## config.mk

```make
export PLATFORM = sky130hd
export DESIGN_NAME = resize_pool_core
export DESIGN_NICKNAME = d
export VERILOG_FILES = /design/src/rtl/resize_pool_core.sv
export SDC_FILE = /design/constraint.sdc
export NUM_CORES = 1
export LEC_CHECK = 0
export ABC_AREA = 1
export BUFFER_PORTS_ARGS = -buffer_cell sky130_fd_sc_hd__buf_2
export CORE_AREA = 5 5 187 189
export DETAILED_ROUTE_END_ITERATION = 8
export DIE_AREA = 0 0 192 194
export HOLD_SLACK_MARGIN = 0.12
export MAX_ROUTING_LAYER = met4
export SLEW_MARGIN = 20
export SYNTH_ARGS = -nofsm -noshare
export SYNTH_HDL_FRONTEND = slang
export SYNTH_SLANG_ARGS = --single-unit
```

## constraint.sdc

```tcl
create_clock -name CLK -period 6.9 [get_ports CLK]
set_input_delay 0.345 -clock CLK [delete_from_list [all_inputs] [get_ports CLK]]
set_output_delay 0.345 -clock CLK [all_outputs]
set_load 0.005 [all_outputs]
```

## src/rtl/resize_pool_core.sv

```systemverilog
// resize_pool_core: centred crop of a 1-bit raster, FxF block set-pixel count, thresholded.
// Define RESIZE_POOL_HANDOFF_EN to add the HANDOFF_REQ/HANDOFF_ACK next-stage handshake.
module resize_pool_core #(
   parameter int P_WIDTH  = 320,
   parameter int P_HEIGHT = 240,
   parameter int P_CROP_W = 192,
   parameter int P_CROP_H = 192,
   parameter int P_FACTOR = 3,
   parameter int P_THR_W  = 4
) (
   input  logic               CLK,
   input  logic               RST,
   input  logic               DIN_VALID,
   input  logic               DIN,
   input  logic [P_THR_W-1:0] THRESHOLD,
   output logic               OUT,
   output logic               VALID,
   output logic               OUT_LAST_IN_LINE,
   output logic               OUT_LAST_PIX,
   output logic               FRAME_LAST_PIX
`ifdef RESIZE_POOL_HANDOFF_EN
   ,
   output logic               HANDOFF_REQ,
   input  logic               HANDOFF_ACK
`endif
);

   localparam int OX  = (P_WIDTH - P_CROP_W) / 2;
   localparam int OY  = (P_HEIGHT - P_CROP_H) / 2;
   localparam int NOC = P_CROP_W / P_FACTOR;
   localparam int NOR = P_CROP_H / P_FACTOR;
   localparam int HW  = $clog2(P_WIDTH);
   localparam int VW  = $clog2(P_HEIGHT);
   localparam int BW  = $clog2(P_FACTOR);
   localparam int OCW = (NOC > 1) ? $clog2(NOC) : 1;
   localparam int ORW = (NOR > 1) ? $clog2(NOR) : 1;

   localparam logic [HW-1:0]  LP_H_LAST = HW'(P_WIDTH - 1);
   localparam logic [VW-1:0]  LP_V_LAST = VW'(P_HEIGHT - 1);
   localparam logic [HW-1:0]  LP_X0     = HW'(OX);
   localparam logic [HW-1:0]  LP_X1     = HW'(OX + P_CROP_W - 1);
   localparam logic [VW-1:0]  LP_Y0     = VW'(OY);
   localparam logic [VW-1:0]  LP_Y1     = VW'(OY + P_CROP_H - 1);
   localparam logic [BW-1:0]  LP_B_LAST = BW'(P_FACTOR - 1);
   localparam logic [OCW-1:0] LP_C_LAST = OCW'(NOC - 1);
   localparam logic [ORW-1:0] LP_R_LAST = ORW'(NOR - 1);

   logic [HW-1:0]      r_h;
   logic [VW-1:0]      r_v;
   logic [BW-1:0]      r_bc;
   logic [BW-1:0]      r_br;
   logic [OCW-1:0]     r_oc;
   logic [ORW-1:0]     r_orow;
   logic [P_THR_W-1:0] r_hsum;
   logic [P_THR_W-1:0] r_acc [NOC];

   logic               w_h_end;
   logic               w_v_end;
   logic               w_in_win;
   logic               w_bc_end;
   logic               w_br_end;
   logic               w_oc_end;
   logic               w_or_end;
   logic [P_THR_W-1:0] w_din;
   logic [P_THR_W-1:0] w_acc_rd;
   logic [P_THR_W-1:0] w_total;

   assign w_h_end  = (r_h == LP_H_LAST);
   assign w_v_end  = (r_v == LP_V_LAST);
   assign w_in_win = (r_h >= LP_X0) && (r_h <= LP_X1) &&
                     (r_v >= LP_Y0) && (r_v <= LP_Y1);
   assign w_bc_end = (r_bc == LP_B_LAST);
   assign w_br_end = (r_br == LP_B_LAST);
   assign w_oc_end = (r_oc == LP_C_LAST);
   assign w_or_end = (r_orow == LP_R_LAST);
   assign w_din    = {{(P_THR_W-1){1'b0}}, DIN};
   // First block row never reads acc, so stale contents need no clearing.
   assign w_acc_rd = (r_br == '0) ? '0 : r_acc[r_oc];
   assign w_total  = r_hsum + w_din + w_acc_rd;

   always_ff @(posedge CLK) begin
      if (RST) begin
         r_h              <= '0;
         r_v              <= '0;
         r_bc             <= '0;
         r_br             <= '0;
         r_oc             <= '0;
         r_orow           <= '0;
         r_hsum           <= '0;
         OUT              <= 1'b0;
         VALID            <= 1'b0;
         OUT_LAST_IN_LINE <= 1'b0;
         OUT_LAST_PIX     <= 1'b0;
         FRAME_LAST_PIX   <= 1'b0;
      end else begin
         VALID            <= 1'b0;
         OUT_LAST_IN_LINE <= 1'b0;
         OUT_LAST_PIX     <= 1'b0;
         FRAME_LAST_PIX   <= DIN_VALID && w_h_end && w_v_end;
         if (DIN_VALID) begin
            if (w_h_end) begin
               r_h <= '0;
               r_v <= w_v_end ? '0 : r_v + 1'b1;
            end else begin
               r_h <= r_h + 1'b1;
            end
            if (w_in_win) begin
               if (w_bc_end) begin
                  r_bc   <= '0;
                  r_hsum <= '0;
                  if (w_oc_end) begin
                     r_oc <= '0;
                     if (w_br_end) begin
                        r_br   <= '0;
                        r_orow <= w_or_end ? '0 : r_orow + 1'b1;
                     end else begin
                        r_br <= r_br + 1'b1;
                     end
                  end else begin
                     r_oc <= r_oc + 1'b1;
                  end
                  if (w_br_end) begin
                     VALID            <= 1'b1;
                     OUT              <= (w_total >= THRESHOLD);
                     OUT_LAST_IN_LINE <= w_oc_end;
                     OUT_LAST_PIX     <= w_oc_end && w_or_end;
                  end
               end else begin
                  r_bc   <= r_bc + 1'b1;
                  r_hsum <= r_hsum + w_din;
               end
            end
         end
      end
   end

   always_ff @(posedge CLK) begin
      if (DIN_VALID && w_in_win && w_bc_end && !w_br_end) begin
         r_acc[r_oc] <= w_total;
      end
   end

`ifdef RESIZE_POOL_HANDOFF_EN
   // A set coinciding with an ack wins: the frame just finished is still pending.
   always_ff @(posedge CLK) begin
      if (RST) begin
         HANDOFF_REQ <= 1'b0;
      end else if (OUT_LAST_PIX) begin
         HANDOFF_REQ <= 1'b1;
      end else if (HANDOFF_ACK) begin
         HANDOFF_REQ <= 1'b0;
      end
   end
`endif

endmodule

```

======== Yosys cells after proc, flatten, opt, wreduce, memory -nomap -nowiden ========
Memory sizes are Yosys's and may differ from the RTL's. A register that Yosys moved wholly into a read port is not among the register bits.
Cells that the tools add are included.
word-level totals
  bits in writable memories ............... 256
  output and inout port bits .............. 5
  input bits .............................. 8
  logic and storage cells ................. 68
  memories ................................ 1
  register bits after elaboration ......... 42
cells by class
  order comparisons ....................... 5
  reductions and logical operators ........ 19
  eq/ne operators ......................... 6
  mux-type cells .......................... 13
  add/subtract/negate cells ............... 8
  bitwise logic cells ..................... 4
memories
  memory  words  width  read ports  clocked after memory_dff  write ports  RTL line  RTL
  r_acc   64     4      1           1                         1            55        logic [P_THR_W-1:0] r_acc [NOC];
operators by type and width
  operator               number
  $mux W6                4
  $add A6 B1 Y6 const B  2
  $eq A6 B6 Y1 const B   2
  $add A9 B1 Y9 const B  1
  $eq A9 B9 Y1 const B   1
  $ge A9 B7 Y1 const B   1
  $le A9 B8 Y1 const B   1
  $logic_and A1 B1 Y1    9
  $mux W9                1
  $add A8 B1 Y8 const B  1
  $eq A8 B8 Y1 const B   1
  $ge A8 B5 Y1 const B   1
  $le A8 B8 Y1 const B   1
  $mux W4                2
  $mux W8                1
  $reduce_and A4 Y1      2
  $reduce_and A5 Y1      1
  $reduce_or A5 Y1       1
  $add A2 B1 Y2 const B  2
  $add A4 B1 Y4          1
  $add A4 B4 Y4          1
  $eq A2 B2 Y1 const B   2
  $ge A4 B4 Y1           1
  $mux W2                2
  other kinds (7)        13

======== Longest topological paths before layout ========
  depth after elaboration ................. 9
  mapped depth ............................ 24
  mapped depth without buffers ............ 22

======== Worst setup path before layout ========
No wires, ideal clock.
  kind .................................... reg2reg
  start point ............................. register with a tool-made name
  end point ............................... register OUT
  required time ........................... 6.772 ns
  stages on the path, launching flop included .. 23
  slack ................................... 1.876 ns
  period minus slack after synthesis ...... 5.024 ns
  path buffers ............................ 2
  setup time .............................. 0.128 ns
  data arrival time ....................... 4.896 ns
  cells stage by stage .................... dfxtp_1 -> inv_1 -> clkbuf_1 -> clkbuf_1 -> nand2_1 -> nand3_1 -> nand2_1 -> a21oi_1 -> o31ai_1 -> nand3_1 -> nand3_1 -> a21oi_1 -> ha_1 -> inv_1 -> fa_1 -> xnor2_1 -> ha_1 -> inv_1 -> o21bai_1 -> a21oi_1 -> o21ai_0 -> inv_1 -> nor2_1
RTL lines
  what                  RTL line  RTL
  end signal, assigned  124       OUT <= (w_total >= THRESHOLD);
  end, declared         16        output logic OUT,

==> impl_metrics.ini <==
[setup_path]
path_max_fanout = 74
cp-start-kind = register
worst_ep_required_time_ns = 7.32
r2r_setup_slack_ns = 1.71
crit_type = reg -> reg
path_cells = clkinv_2, buf_12, nand2_1, nand3_1, nand3_1, nand2_1, a21oi_1, nand2_1, nand3_1, a21oi_1, ha_1, nand2_1, nor2_1, a211oi_1, xor2_1, inv_1, nand3_1, nand2_2, ha_1, a21oi_1, o21ai_0, inv_1, nor2_1
cp-end-kind = register
cpLargestDelayFamily = buffers and inverters
critPathMaxStageDelay_ns = 0.83
crit_arrival_ns = 5.62
critPathBufInv = 4
crit_slowest_cell = clkinv_2

[clock_tree]
ctsHtreeMaxLevel = 1
cts_buffers = 30
cts.clk_slew.worst_paths_ns = 0.06
post-cts-setup-buffers = 0
cts_sinks = 304
ctsLongestPathBuffers = 3
cts_resized = 0
hold_buffers = 1
cts_tree = yes
clockRootBuffer = clkbuf_16
clkLatencyLatePin_ns = 0.55

[min_path]
hold_class = in -> reg

[final_layout]
area_delta_synth_final_pct = 11.8
num-nets-final = 1284
seqCellArea_um2 = 8650
n_antenna_cell = 0
final_area_um2 = 14600
post-route-util = 0.440
drive_gt1_frac = 0.0709
num-fill-cells = 3127
multi_input_area_um2 = 3930

[sta]
period_needed_ns = 5.19
post-route-period-util = 0.753
timing.slew.headroom = 0.372
setup-violations-final = 0
drv_slew = 0
fmax_mhz = 193
rsz0062_at_grt = no
setup_tns_ns = 0
fin_worst_skew_ns = 0.00983
worst-slew-pin-transition_ns = 0.938
hold_viol = 0

[global_route]
grt_max_degree = 75
grt_pass1_vias = 8711
grt.total_usage = 0.170
antenna_found_initial = 0
grt-ovfl-total = 0
grt_pass1_wl_um = 49100

[yosys]
avgSynthCellArea_um2 = 10.3
async_flop_share = 0
synth_cell_type_count = 32
syn_nets = 1287
synth_seq_area_share = 0.663
synth_edf_count = 256
synthCells = 1262
synth-seq-cells = 304
synth_flop_cell = edfxtp_1
yosys_warnings = 0
synth_area_um2 = 13000

[detailed_routing]
drt_pre_antenna_iters = 5
drt_wl_total_um = 30800
drc = 0
drt_iter0_markers = 777
vias = 8905
wire_per_inst_um = 17.8
vias_per_cell = 5.14
ant_nets = 0

[floorplanning]
initial_core_util = 0.394
rows = 67
die-area_um2 = 37200
design.core.area_um2 = 33100
die_y_um = 194
io-pin-count = 13
die_w_um = 192

[pwr]
peakVddDrop_uv = 178
p_per_area_nw_per_um2 = 251
power.leakage_nw = 5.07

[place]
dp_hpwl_um = 18600
port_buffers = 12
finalWeightedCongestion = 0.847
post_dp_cell_area_um2 = 13500

[job]
maxCapViolations = 0

[outcome]
outcome = completed
==> path summary, 6_finish.rpt <==
path / from / endpoint / cells past startpoint
worst max-delay path: register / OUT / 23
worst min-delay path: RST / r_h[7] / 2
worst max register to register: register / OUT / 23
worst min register to register: r_hsum[0] / r_hsum[0] / 2
==> where the power goes <==
group	internal, W	switching [W]	leakage [nW]
clock	0.00100	0.000665	0.496
combinational	0.00000622	0.0000185	2.19
sequential	0.00197	0.00000132	2.38
total	0.00298	0.000685	5.07
==> registers in the layout, summed over array words and instances, names as in the netlist, 2 cells and up, named ones only <==
| name | cells |
|---|---|
| r_oc | 6 |
| r_orow | 6 |
| r_br | 2 |
| r_h | 9 |
| r_v | 8 |
| r_bc | 2 |
| r_hsum | 4 |
| r_acc | 256 |
==> cell type report <==
cell class / count / share of cell area
clock buffers: 42 / 0.0581
inverters: 64 / 0.0166
well taps: 448 / 0.0385
clock inverters: 14 / 0.0118
flip-flops and latches: 304 / 0.594
multi-input cells: 835 / 0.270
repair buffers: 24 / 0.0113
==> routing by layer <==
| layer | up-vias | part of all wire | GRT usage |
|---|---|---|---|
| met1 | 4232 | 0.44 | 0.238 |
| met4 | 0 | 0.020 | 0.0359 |
| met2 | 304 | 0.47 | 0.264 |
| met5 | - | 0 | - |
| met3 | 42 | 0.071 | 0.0281 |
| li1 | 4327 | - | - |
==> layout by cell type, fill, tap and decap left out, types with 6 or more instances in the layout <==
cell and count:
inv_1 57, a211oi_1 6, dfxtp_1 46, o31ai_1 12
nand2_4 9, clkbuf_1 8, nand4_1 11, xor2_1 9
edfxtp_1 256, nor2_1 127, buf_2 12, nand2_1 344
clkbuf_16 31, clkinv_1 6, ha_1 15, nand3_1 183
buf_4 10, o21ai_0 20, nor3_1 23, a21oi_1 60
==> synthesized netlist by cell type, drive strengths merged (12+ instances only) <==
cell type / count / area, um^2
edfxtp: 256 / 7690
nand3: 183 / 916
inv: 62 / 233
clkbuf: 47 / 176
buf: 12 / 53.8
nand2: 355 / 1400
nor2: 129 / 508
o31ai: 12 / 90.1
ha: 16 / 200
a21oi: 60 / 300
o21ai: 21 / 105
dfxtp: 48 / 961
nor3: 23 / 115
==> worst reg2reg max path: stages (launching register included) <==
cell      delay [ns]
dfxtp_4         0.77
clkinv_2        0.85
buf_12          0.49
nand2_1         0.17
nand3_1         0.08
nand3_1         0.12
nand2_1         0.06
a21oi_1         0.18
nand2_1         0.10
nand3_1         0.12
a21oi_1         0.08
ha_1            0.36
nand2_1         0.09
nor2_1          0.04
a211oi_1        0.21
xor2_1          0.21
inv_1           0.06
nand3_1         0.09
nand2_2         0.27
ha_1            0.39
a21oi_1         0.14
o21ai_0         0.10
inv_1           0.06
nor2_1          0.04
==> per-stage QoR <==
step	std cells	setup slack (ns)	power, W	hold slack, ns
floorplan	1262	1.88	0.00202	0.441
global placement	1674	1.79	0.00203	0.458
detailed placement	1674	1.74	0.00203	0.464
CTS	1731	1.75	0.00369	0.193
global route	1731	1.14	0.00379	0.211
finish	1731	1.71	0.00366	0.205
==> logic make-up after synthesis <==
logic type               Yosys count  share of synthesized area
AND/OR/NAND/NOR                  705                      0.233
flip-flops                       304                      0.663
buffers and inverters            123                     0.0361
adder cells (fa/ha/maj)           17                     0.0169
XOR/XNOR                          11                    0.00739
AO/OA/AOI/OAI                    102                     0.0434
No activity file was read; power rests on OpenSTA's default activity.
